**config.mk**
```make
export PLATFORM = sky130hd
export DESIGN_NAME = e203_exu_longpwbck_mc
export DESIGN_NICKNAME = d
export VERILOG_FILES = /design/src/rtl/e203_longpwbck_pkg.sv /design/src/rtl/e203_longpwbck_oreg.sv /design/src/rtl/e203_exu_longpwbck_mc.sv
export SDC_FILE = /design/constraint.sdc
export NUM_CORES = 1
export LEC_CHECK = 0
export BUFFER_PORTS_ARGS = -buffer_cell sky130_fd_sc_hd__buf_2
export CAP_MARGIN = 20
export CORE_AREA = 2 2 103 105
export DETAILED_ROUTE_END_ITERATION = 16
export DIE_AREA = 0 0 105 107
export PLACE_DENSITY = 0.89
export SYNTH_ARGS = -nofsm -noshare
export SYNTH_HDL_FRONTEND = slang
export SYNTH_SLANG_ARGS = --single-unit
```
**constraint.sdc**
```tcl
create_clock -name clk -period 3 [get_ports clk]
set_input_delay 0.45 -clock clk [delete_from_list [all_inputs] [get_ports clk]]
set_output_delay 0.45 -clock clk [all_outputs]
set_load 0.02 [all_outputs]
```
**src/rtl/e203_longpwbck_pkg.sv**
```systemverilog
// Shared definitions for the multi-channel long-pipe writeback unit:
// channel ids, payload layouts and payload width helpers.
package e203_longpwbck_pkg;

   localparam int unsigned CH_LSU      = 0;
   localparam int unsigned CH_NICE     = 1;
   localparam int unsigned CHID_W      = 3;
   localparam int unsigned PKG_XLEN    = 32;
   localparam int unsigned PKG_RFIDX_W = 5;

   typedef struct packed {
      logic [PKG_XLEN-1:0]    wdat;
      logic [PKG_RFIDX_W-1:0] rdidx;
      logic                   rdfpu;
      logic [CHID_W-1:0]      chid;
   } wbck_pld_t;

   typedef struct packed {
      logic                insterr;
      logic                ld;
      logic                st;
      logic                buserr;
      logic [PKG_XLEN-1:0] badaddr;
      logic [PKG_XLEN-1:0] pc;
   } excp_pld_t;

   // Flat widths matching the field order of the structs above, for any XLEN/RFIDX_W
   function automatic int unsigned wbck_pld_w(input int unsigned xlen, input int unsigned rfidx_w);
      return xlen + rfidx_w + 1 + CHID_W;
   endfunction

   function automatic int unsigned excp_pld_w(input int unsigned xlen);
      return 4 + 2 * xlen;
   endfunction

endpackage

```
**src/rtl/e203_longpwbck_oreg.sv**
```systemverilog
// One-entry registered output stage with valid/ready handshake.
// A load in the same cycle as a drain overwrites and keeps valid asserted.
module e203_longpwbck_oreg #(
   parameter int unsigned W = 8
) (
   input  logic         clk,
   input  logic         rst_n,
   input  logic         load,
   input  logic [W-1:0] din,
   input  logic         ready,
   output logic         valid,
   output logic [W-1:0] dout
);

   logic         valid_d, valid_q;
   logic [W-1:0] data_d,  data_q;

   always_comb begin
      valid_d = valid_q;
      data_d  = data_q;
      if (load) begin
         valid_d = 1'b1;
         data_d  = din;
      end else if (ready) begin
         valid_d = 1'b0;
      end
   end

   always_ff @(posedge clk) begin
      if (!rst_n) begin
         valid_q <= 1'b0;
         data_q  <= '0;
      end else begin
         valid_q <= valid_d;
         data_q  <= data_d;
      end
   end

   assign valid = valid_q;
   assign dout  = data_q;

endmodule

```
**src/rtl/e203_exu_longpwbck_mc.sv**
```systemverilog
// Multi-channel long-pipe writeback: retires results in OITF order and routes
// each to a registered regfile-writeback or exception output stage.
module e203_exu_longpwbck_mc
   import e203_longpwbck_pkg::*;
#(
   parameter int unsigned NCH     = 2,
   parameter int unsigned ITAG_W  = 1,
   parameter int unsigned XLEN    = 32,
   parameter int unsigned RFIDX_W = 5
) (
   input  logic                  clk,
   input  logic                  rst_n,
   input  logic [NCH-1:0]        src_valid,
   output logic [NCH-1:0]        src_ready,
   input  logic [NCH*XLEN-1:0]   src_wdat,
   input  logic [NCH*ITAG_W-1:0] src_itag,
   input  logic [NCH-1:0]        src_err,
   input  logic                  lsu_buserr,
   input  logic [XLEN-1:0]       lsu_badaddr,
   input  logic                  lsu_ld,
   input  logic                  lsu_st,
   input  logic                  oitf_empty,
   input  logic [ITAG_W-1:0]     oitf_ret_ptr,
   input  logic [RFIDX_W-1:0]    oitf_ret_rdidx,
   input  logic [XLEN-1:0]       oitf_ret_pc,
   input  logic                  oitf_ret_rdwen,
   input  logic                  oitf_ret_rdfpu,
   output logic                  oitf_ret_ena,
   output logic                  wbck_o_valid,
   input  logic                  wbck_o_ready,
   output logic [XLEN-1:0]       wbck_o_wdat,
   output logic [RFIDX_W-1:0]    wbck_o_rdidx,
   output logic                  wbck_o_rdfpu,
   output logic [2:0]            wbck_o_chid,
   output logic                  excp_o_valid,
   input  logic                  excp_o_ready,
   output logic                  excp_o_insterr,
   output logic                  excp_o_ld,
   output logic                  excp_o_st,
   output logic                  excp_o_buserr,
   output logic [XLEN-1:0]       excp_o_badaddr,
   output logic [XLEN-1:0]       excp_o_pc
);

   localparam int unsigned WB_W = wbck_pld_w(XLEN, RFIDX_W);
   localparam int unsigned EX_W = excp_pld_w(XLEN);

   logic [NCH-1:0]    hit;
   logic              any_hit;
   logic [CHID_W-1:0] sel;
   logic [XLEN-1:0]   sel_wdat;
   logic              sel_err;
   logic              need_wb, need_ex, wb_free, ex_free, acc;
   logic              wb_load, ex_load;
   logic [WB_W-1:0]   wb_din, wb_dout;
   logic [EX_W-1:0]   ex_din, ex_dout;

   always_comb begin
      hit      = '0;
      any_hit  = 1'b0;
      sel      = '0;
      sel_wdat = '0;
      sel_err  = 1'b0;
      for (int unsigned c = 0; c < NCH; c++) begin
         hit[c] = src_valid[c] & ~oitf_empty & (src_itag[c*ITAG_W +: ITAG_W] == oitf_ret_ptr);
         if (hit[c] && !any_hit) begin
            any_hit  = 1'b1;
            sel      = CHID_W'(c);
            sel_wdat = src_wdat[c*XLEN +: XLEN];
            sel_err  = src_err[c];
         end
      end
   end

   // Accept is held off during reset so no retire can leak out before the first edge
   always_comb begin
      need_wb = oitf_ret_rdwen & ~sel_err;
      need_ex = sel_err;
      wb_free = ~wbck_o_valid | wbck_o_ready;
      ex_free = ~excp_o_valid | excp_o_ready;
      acc     = rst_n & any_hit & (~need_wb | wb_free) & (~need_ex | ex_free);
      wb_load = acc & need_wb;
      ex_load = acc & need_ex;
      for (int unsigned c = 0; c < NCH; c++) begin
         src_ready[c] = acc & (sel == CHID_W'(c));
      end
   end

   assign oitf_ret_ena = acc;

   always_comb begin
      wb_din = {sel_wdat, oitf_ret_rdidx, oitf_ret_rdfpu, sel};
      if (sel == CHID_W'(CH_LSU)) begin
         ex_din = {1'b0, lsu_ld, lsu_st, lsu_buserr, lsu_badaddr, oitf_ret_pc};
      end else begin
         ex_din = {1'b1, 3'b000, {XLEN{1'b0}}, oitf_ret_pc};
      end
   end

   e203_longpwbck_oreg #(.W(WB_W)) u_wbck_reg (
      .clk   (clk),
      .rst_n (rst_n),
      .load  (wb_load),
      .din   (wb_din),
      .ready (wbck_o_ready),
      .valid (wbck_o_valid),
      .dout  (wb_dout)
   );

   e203_longpwbck_oreg #(.W(EX_W)) u_excp_reg (
      .clk   (clk),
      .rst_n (rst_n),
      .load  (ex_load),
      .din   (ex_din),
      .ready (excp_o_ready),
      .valid (excp_o_valid),
      .dout  (ex_dout)
   );

   assign {wbck_o_wdat, wbck_o_rdidx, wbck_o_rdfpu, wbck_o_chid} = wb_dout;
   assign {excp_o_insterr, excp_o_ld, excp_o_st, excp_o_buserr,
           excp_o_badaddr, excp_o_pc} = ex_dout;

   // The OITF guarantees a single matching source; more than one is a source bug
   a_single_hit: assert property (@(posedge clk) disable iff (!rst_n) $onehot0(hit));

endmodule

```
Word-level counts from Yosys, hierarchy flattened
Index checks and enable logic that the tools add are counted.

word-level totals
  output and inout bits = 114
  register bits = 111
  word-level logic and storage cells = 45
  input port bits = 150

operators by class
  reductions and logical operators = 5
  bitwise gates (word level) = 21
  eq/ne operators = 3
  mux-type cells = 12

operator list
  operator            count
  $mux 68             1
  $mux 32             2
  $and 1x1->1         12
  $mux 1              9
  $not 1->1           5
  $or 1x1->1          4
  $reduce_bool 2->1   2
  $eq 3x1->1 const B  1
  $logic_not 3->1     1
  $eq 1x1->1          2
  $logic_and 1x1->1   1
  $logic_not 1->1     1

Logic depth before layout (Yosys ltp)
Gate-level depths: netlist of run 1.

  depth after elaboration = 15
  gate-level depth with buffers = 9
  mapped depth without buffers = 5

Hierarchy
A second synthesis of run 1 with hierarchy kept.

second synthesis, totals
  cells, all modules = 462
  area total of the unflattened synthesis = 4962.3 um^2

by module, submodules not included
  module                            cells each  area each (um^2)  instances  seq. area each (um^2)
  e203_longpwbck_oreg (u_excp_reg)  222         2603.7            1          1381.3
  e203_longpwbck_oreg (u_wbck_reg)  135         1627.8            1          840.8
  e203_exu_longpwbck_mc             105         730.7             1          0.0

Worst setup path before layout of run 1
No wires, ideal clock.

  path type = input -> output
  start point = input oitf_ret_ptr
  end point = output src_ready[1]
  buffers on the path = 2
  arrival = 1.983 ns
  path slack = 0.567 ns
  stages on the path = 6
  cells stage by stage = xnor2_1 a2111oi_2 clkbuf_1 clkbuf_1 inv_1 nor2_1

on the way
  longest elaborated chain between the ends = 13
  elaborated cells between the ends (all ways) = 21
  classes of those cells = eq/ne (3); mux (5); bitwise (11); reduce/logical (2)

RTL lines
  item                      line                                                      source
  from (decl)               e203_exu_longpwbck_mc.sv:23                               input logic [ITAG_W-1:0] oitf_ret_ptr,
  $eq 1x1->1                e203_exu_longpwbck_mc.sv:65                               hit[c] = src_valid[c] & ~oitf_empty & (src_itag[c*ITAG_W +: ITAG_W] == oitf_ret_ptr);
  $and 1x1->1               e203_exu_longpwbck_mc.sv:65
  $mux 1                    e203_exu_longpwbck_mc.sv:66                               if (hit[c] && !any_hit) begin
  $logic_not 1->1           e203_exu_longpwbck_mc.sv:66
  $logic_and 1x1->1         e203_exu_longpwbck_mc.sv:66
  $mux 1                    e203_exu_longpwbck_mc.sv:66
  $not 1->1                 e203_exu_longpwbck_mc.sv:77, e203_exu_longpwbck_mc.sv:81
  $and 1x1->1               e203_exu_longpwbck_mc.sv:77                               need_wb = oitf_ret_rdwen & ~sel_err;
  $not 1->1                 e203_exu_longpwbck_mc.sv:81                               acc = rst_n & any_hit & (~need_wb | wb_free) & (~need_ex | ex_free);
  $or 1x1->1                e203_exu_longpwbck_mc.sv:81
  $and 1x1->1 (2 in a row)  e203_exu_longpwbck_mc.sv:81
  $and 1x1->1 (*)           e203_exu_longpwbck_mc.sv:85                               src_ready[c] = acc & (sel == CHID_W'(c));
  to (decl)                 e203_exu_longpwbck_mc.sv:14                               output logic [NCH-1:0] src_ready,

Every way passes the cells marked *; elsewhere a longest branch is shown, timed or not.

Worst setup path after layout of run 1
  start point = input oitf_ret_ptr
  end point = output oitf_ret_ena

on the way
  longest elaborated chain between the ends = 12
  elaborated cells between the ends (all ways) = 18
  classes of those cells = eq/ne (2); mux (4); bitwise (10); reduce/logical (2)

RTL lines
  item               line                                                      source
  $eq 1x1->1         e203_exu_longpwbck_mc.sv:65
  $and 1x1->1        e203_exu_longpwbck_mc.sv:65
  $mux 1             e203_exu_longpwbck_mc.sv:66
  $logic_not 1->1    e203_exu_longpwbck_mc.sv:66
  $logic_and 1x1->1  e203_exu_longpwbck_mc.sv:66
  $mux 1             e203_exu_longpwbck_mc.sv:66
  $not 1->1          e203_exu_longpwbck_mc.sv:77, e203_exu_longpwbck_mc.sv:81
  $and 1x1->1        e203_exu_longpwbck_mc.sv:77
  $not 1->1          e203_exu_longpwbck_mc.sv:81
  $or 1x1->1         e203_exu_longpwbck_mc.sv:81
  $and 1x1->1        e203_exu_longpwbck_mc.sv:81
  $and 1x1->1 (*)    e203_exu_longpwbck_mc.sv:81
  to (decl)          e203_exu_longpwbck_mc.sv:28                               output logic oitf_ret_ena,

Marked as above.

==> results of run 1 <==
==> flip-flops by register name (all words and copies together), names as in the netlist <==
name / flops
u_excp_reg.dout: 68
u_excp_reg.valid: 1
u_wbck_reg.dout: 39
u_wbck_reg.valid: 1
==> worst min-delay path by stage <==
stage / startpoint / endpoint / depth (start not counted)
after floorplan: u_excp_reg.dout[0] / u_excp_reg.dout[0] / 2
after global routing: lsu_badaddr[4] / u_excp_reg.dout[36] / 3
after global placement: u_excp_reg.dout[13] / u_excp_reg.dout[13] / 2
after CTS: oitf_ret_pc[15] / u_excp_reg.dout[15] / 3
final: oitf_ret_pc[2] / u_excp_reg.dout[2] / 3
after detailed placement: u_excp_reg.dout[50] / u_excp_reg.dout[50] / 2
==> layout make-up <==
type	count	area, um2	share of cell area [%]
clock buffer	11	141	2.36
multi-input combinational	344	1980	33.1
clock inverter	5	66.3	1.11
inverter	9	33.8	0.564
sequential	109	2180	36.4
timing repair buffer	271	1410	23.5
tap	136	170	2.84
antenna	1	2.50	0.0418
==> layer usage <==
layer / wire length [um] / GRT usage [%] / up-vias
li1: - / - / 2250
met1: 5100 / 25.8 / 2056
met2: 6270 / 37.4 / 196
met3: 855 / 5.05 / 22
met4: 240 / 7.43 / 0
met5: 0 / 0 / -
==> power groups by stage <==
stage / clock, W / combinational [W] / sequential, W
CTS: 0.000951 / 0.000321 / 0.00148
global placement: 0 / 0.000320 / 0.00151
finish: 0.000921 / 0.000321 / 0.00148
detailed placement: 0 / 0.000320 / 0.00151
floorplan: 0 / 0.000142 / 0.00153
global route: 0.00101 / 0.000349 / 0.00148
==> through the flow <==
step	instances	power, W
after floorplan	514	0.00168
after global placement	869	0.00183
after detailed placement	869	0.00183
after CTS	885	0.00275
after global routing	886	0.00284
final	886	0.00272
==> critical path, delay by kind of cell <==
| family | cells | cell delay [ps] |
|---|---|---|
| xor gates and xnor gates | 1 | 190 |
| buffers and inverters | 3 | 410 |
| AOI/OAI and AO/OA | 2 | 770 |
| and+or+nand+nor | 1 | 260 |
==> cell usage in the layout, fill, tap and decap left out, drive strengths merged, types with 3 or more instances in the layout <==
master | Yosys | routed
inv | 9 | 11
dfxtp | 109 | 109
mux2i | 39 | 39
o21ai | 68 | 68
a22o | 4 | 4
a22oi | 30 | 30
buf | 14 | 271
clkbuf | 38 | 11
nand4 | 36 | 36
nand3 | 33 | 33
nor2 | 3 | 3
nand2 | 113 | 113
nor2b | 3 | 3
==> kinds of logic after synthesis <==
| logic type | Yosys count |
|---|---|
| simple gates | 192 |
| flops | 109 |
| compound gates | 108 |
| buf+inv | 61 |
| mux | 39 |
| xor+xnor | 3 |
| other cells | 1 |
==> summary.txt, run 1 <==
Status
  – Status: finished, final reports clean

Timing
  – Setup_tns: 0 ps
  – Worst relative slew slack: about half
  – Final min period: around 2500 ps
  – Slew @ Worst Pin: about 720 ps
  – Final slew viol count: 0
  – Final setup viols: 0
  – Final Skew: between 10 and 15 ps
  – RSZ-0062 raised after global routing: false
  – Tcrit/Tclk final: 83.8%
  – Peak Freq: between 0.3 and 0.4 GHz
  – Hold WS: between 200 and 300 ps
  – Hold Fails Final Rpt: 0
  – Final Worst Setup Slack: between 400 and 500 ps

Synth
  – Synth Flop Type: dfxtp_1
  – Top-count cell post-synth: nand2_1
  – Post-synthesis cell type count: 26
  – Synthesized area: approximately 4400 um2
  – Synth Area in Compound Gates: approximately 15%
  – Post-synth top area share: between 40% and 50%
  – Xor-xnor portion of the synthesized cell area: less than 1%
  – Main combinational cell family by area after synthesis: simple AND/OR/NAND/NOR gates
  – Adder-Cell Fraction of Synth Area: 0%
  – Synth Area in Simple Gates: about a fifth
  – Synth top cells by count: 113 x nand2_1, 109 x dfxtp_1, 68 x o21ai_0, 39 x mux2i_1, 38 x clkbuf_1
  – Seq/Total Area, Yosys: between 40 and 50%
  – Avg Inst Size Synth: 8.57 um2
  – Dominant cell type by area after synthesis: dfxtp_1
  – Post-synthesis instance total: roughly 510
  – Post-synthesis mux area share: under 10%
  – Synth Warn #: 0
  – Synth top area cells: dfxtp_1 50%, nand2_1 9.6%, mux2i_1 8.9%
  – Async SR Flop Fraction: 0%
  – Post-synth EDFFs: 0
  – Yosys reg bits: approximately 110

Setup path
  – RR Endpoint: u_excp_reg.dout[37]
  – Reg2Reg Launch Point: u_excp_reg.valid
  – Reg2Reg Depth: 6
  – Critical path data required time: ~2600 ps
  – Crit path max-delay cell type: o31ai_1
  – Critical path class: primary input to output port
  – Timing startpoint of the critical path: oitf_ret_ptr
  – Largest stage delay on the critical path: between 400 and 500 ps
  – Worst setup endpoint: oitf_ret_ena
  – R2r setup slk: around 1200 ps
  – Worst path cell trace: buf_2 -> xnor2_1 -> and2_1 -> a22o_2 -> o31ai_1 -> inv_1 -> buf_2
  – Crit start category: primary input
  – Crit Path Max Fanout: 5
  – CP endpoint kind: output port
  – CP dominant cell by count: buf_2
  – CP arrival: between 2000 and 2500 ps

Die
  – I/O pin cnt: 264
  – Std cell rows: 37
  – Starting Density: between 40% and 50%
  – Core area: ~10000 um2
  – Die extent in y: around 110 um
  – Die ar.: 11200 um2
  – Die X: 105 um

Pwr
  – Clock power share: ~34%
  – Internal power: between 0.002 and 0.0025 W
  – P per Cell Area: approximately 450 nW/um2
  – Share of power burned in registers: between 50% and 60%
  – Leakage: 2.96 nW
  – Peak supply drop: 246 uV
  – Gate power share: 11.8%
  – Switching Fraction: 25.7%
  – P_sw: roughly 0.00070 W

Finish
  – Post-layout util: between 50% and 60%
  – Layout cells sized above 1: about 40%
  – Post-route cell area: about 6000 um2
  – Nets: ~890
  – Syn-to-layout area delta: 36.2%
  – Fillers: roughly 930

Clocking
  – TritonCTS Buffers: 9
  – Root buf cell: clkbuf_8
  – H-tree levels: 3
  – Clk slew on worst S/H paths: approximately 110 ps
  – Max Buffers Root-to-Sink: 2
  – CTS tree: done
  – Hold Buf Count CTS: 0
  – CTS resizes: 0
  – Clock Latency Late Sink: roughly 360 ps
  – Setup bufs post-CTS: 0
  – Clock tree sinks: between 100 and 150

Global route
  – Global-route wire length before repair: a little under 20000 um
  – Gr usage total: a little over a fifth
  – Global route overflow: 0
  – Pin count of the biggest net entering global routing: about 70
  – Initial antenna violation count: 1
  – Number of global-route vias before repair: 4031

Worst hold path
  – HP Class: primary input to register

Routing
  – Final WL: 12500 um
  – Initial DRT Pass Iterations: 5
  – DRC: 0
  – Antenna Nets Post-Route: 0
  – Initial DRC Count: 358
  – Vias after detailed routing: 4524
  – Via density: 5.11
  – Avg WL per Cell: ~14 um

Placement
  – Place WS: 454 ps
  – Final GP Congestion: between 0.8 and 0.9
  – Area after DPL: around 5800 um2
  – I/O Buffers: between 200 and 300
  – HPWL Detailed: 9090 um

Job
  – MaxCap Viol Count: 0
Power figures use the tool's default switching activity.
==> run 2: changes to the inputs <==
--- a/config.mk
+++ b/config.mk
@@ -7,10 +7,10 @@
 export LEC_CHECK = 0
 export BUFFER_PORTS_ARGS = -buffer_cell sky130_fd_sc_hd__buf_2
 export CAP_MARGIN = 20
-export CORE_AREA = 2 2 103 105
+export CORE_MARGIN = 2
+export CORE_UTILIZATION = 39
 export DETAILED_ROUTE_END_ITERATION = 16
-export DIE_AREA = 0 0 105 107
-export PLACE_DENSITY = 0.89
+export PLACE_DENSITY = 0.85
 export SYNTH_ARGS = -nofsm -noshare
 export SYNTH_HDL_FRONTEND = slang
 export SYNTH_SLANG_ARGS = --single-unit
==> constraint.sdc (replaced) <==
create_clock -name clk -period 2 [get_ports clk]
set_input_delay 0.3 -clock clk [delete_from_list [all_inputs] [get_ports clk]]
set_output_delay 0.3 -clock clk [all_outputs]
set_load 0.02 [all_outputs]
==> summary.txt, run 2 (same netlist as run 1, synthesis figures left out) <==
Clocking
  – Clock Latency Late Sink: 340 ps (-20 ps)
  – Clk slew on worst S/H paths: 70 ps (-40 ps)
  – Max Buffers Root-to-Sink: 2 (unchanged)
  – Clock tree sinks: 109 (unchanged)
  – TritonCTS Buffers: 9 (unchanged)
  – CTS tree: done
  – H-tree levels: 3 (unchanged)
  – Root buf cell: clkbuf_16

Setup path
  – Crit start category: primary input
  – Crit Path Max Fanout: 3 (-2)
  – Critical path class: primary input to output port
  – Worst path cell trace: buf_4 -> xnor2_2 -> buf_4 -> a2111oi_4 -> a22o_2 -> o31ai_4 -> nor2_2 -> buf_6
  – CP delay by family, top: compound AO/OA/AOI/OAI gates
  – Reg2Reg Launch Point: u_excp_reg.valid
  – Reg2Reg Depth: 8 (+2)
  – CP endpoint kind: output port
  – Crit path max-delay cell type: a2111oi_4
  – Largest stage delay on the critical path: 350 ps (-120 ps)
  – R2r setup slk: 150 ps (-1090 ps)
  – RR Endpoint: u_excp_reg.dout[27]
  – CP dominant cell by count: buf_4
  – CP arrival: 1660 ps (-400 ps)
  – Critical path data required time: 1700 ps (-850 ps)
  – Buf/Inv on CP: 3 (unchanged)

Global route
  – Global route overflow: 0 (unchanged)
  – Number of global-route vias before repair: 4103 (+1.8%)
  – Initial antenna violation count: 1 (unchanged)
  – Gr usage total: 20.3% (-1.1 points)
  – Global-route wire length before repair: 19200 um (-1.7%)
  – Pin count of the biggest net entering global routing: 115 (+67%)

Timing
  – Tcrit/Tclk final: 97.8%
  – Final setup viols: 0 (unchanged)
  – Final Skew: 11.5 ps (-2.05 ps)
  – RSZ-0062 raised after global routing: true
  – Worst relative slew slack: 66.1% (+14 points)
  – Hold Fails Final Rpt: 0 (unchanged)
  – Peak Freq: 0.511 GHz
  – Final min period: 1960 ps
  – Final slew viol count: 0 (unchanged)
  – Hold WS: 179 ps (-118 ps)
  – Slew @ Worst Pin: 508 ps (-213 ps)

Pwr
  – Leakage: 3.15 nW (+6.3%)
  – P per Cell Area: 701 nW/um2 (+54%)
  – Peak supply drop: 387 uV (+57%)

Finish
  – Number of flip-flops in the largest register: 68 (unchanged)
  – Most frequent cells in the layout: 258 x buf_2, 113 x nand2_1, 109 x dfxtp_1
  – Footprint of the multi-input gates: 2010 um2 (+1.3%)
  – N_diodes: 0 (-1)
  – Seq. cell area: 2180 um2 (unchanged)
  – Commonest non-fill, non-tap cell in the layout: buf_2
  – Fillers: 997 (+7.4%)
  – Layout cells sized above 1: 41.5% (+2.7 points)
  – Post-route cell area: 6320 um2 (+5.6%)
  – Syn-to-layout area delta: 43.8%
  – Nets: 921 (+3.0%)

Worst hold path
  – Hold path depth: 3 (unchanged)
  – HP Class: primary input to register
  – Hold endpoint: u_excp_reg.dout[24]
  – Hold path start: oitf_ret_pc[24]

Die
  – Die extent in y: 110 um (+3.0%)
  – Std cell rows: 38 (+2.7%)
  – Core area: 10900 um2 (+8.4%)
  – I/O pin cnt: 264 (unchanged)
  – Die X: 110 um (+4.9%)
  – Die ar.: 12100 um2 (+8.0%)
  – Starting Density: 40.2% (-3.4 points)

Placement
  – Final GP Congestion: 0.779 (-6.7%)
  – HPWL Detailed: 9490 um (+4.4%)
  – Area after DPL: 6010 um2 (+4.1%)
  – I/O Buffers: 261 (unchanged)

Routing
  – DR WL met2: 6450 um (+3.0%)
  – Highest Signal Layer: met5
  – Initial DRT Pass Iterations: 5 (unchanged)
  – Avg WL per Cell: 14.1 um (+0.56%)
  – DRC: 0 (unchanged)
  – Via density: 4.96 (-2.8%)
  – Routed length on met1: 5180 um (+1.5%)
  – Vias after detailed routing: 4541 (+0.38%)
  – Final WL: 12900 um (+3.9%)
  – Antenna Nets Post-Route: 0 (unchanged)
  – Initial DRC Count: 296 (-17%)
  – DR WL met3: 1030 um (+21%)

Status
  – Status: finished, final reports clean

Job
  – MaxCap Viol Count: 0 (unchanged)
[run 2: where the power goes]
part           leakage, nW  switching [W]  internal [W]
Clock                0.128       0.000797      0.000881
Combinational         2.14       0.000296      0.000244
Sequential           0.879      0.0000141       0.00220
Total                 3.15        0.00111       0.00332
[run 2: metrics by stage]
| step | total power, W | cells | setup WS [ps] | utilization (%) | TNS (ps) |
|---|---|---|---|---|---|
| floorplan | 0.00252 | 514 | 4.21 | - | 0 |
| global placement | 0.00279 | 898 | -108 | 55.0 | -6620 |
| detailed placement | 0.00280 | 898 | -194 | 55.0 | -10300 |
| CTS | 0.00448 | 916 | 3.30 | 57.7 | 0 |
| global route | 0.00462 | 915 | -37.4 | 57.8 | -62.4 |
| finish | 0.00443 | 915 | 44.3 | 57.8 | 0 |
[run 2: worst max path at each step]
stage                     startpoint                  end  depth (start not counted)
floorplan               oitf_ret_ptr         src_ready[1]                          6
global placement        oitf_ret_ptr  u_excp_reg.dout[28]                          9
detailed placement      oitf_ret_ptr  u_excp_reg.dout[27]                          9
CTS                     oitf_ret_ptr         src_ready[1]                          8
global route        u_excp_reg.valid         src_ready[0]                          6
finish                  oitf_ret_ptr         src_ready[1]                          8
[run 2: tightest hold or removal path, cell delays in order]
cell and delay, ps:
buf_2 80, nand3_1 50, o21ai_0 60
[run 2: per-layer routing]
| layer | vias to the layer above | GRT usage, % |
|---|---|---|
| met4 | 2 | 6.52 |
| met5 | - | 0 |
| met3 | 21 | 5.70 |
| met1 | 2033 | 22.6 |
| met2 | 185 | 37.2 |
| li1 | 2300 | - |
[run 2: timing repair]
action,CTS,global route
hold buffers,0,0
pin swaps,3,1
setup buffers,3,0
resized for setup,1,3
endpoints found under the setup margin,3,3
[run 2: area by class of cell]
type,instances,area share (%)
Timing Repair Buffer,298,26.0
Tap cell,140,2.77
Multi-Input combinational cell,344,31.8
Sequential cell,109,34.5
Inverter,9,0.534
Clock buffer,11,3.84
Clock inverter,4,0.515
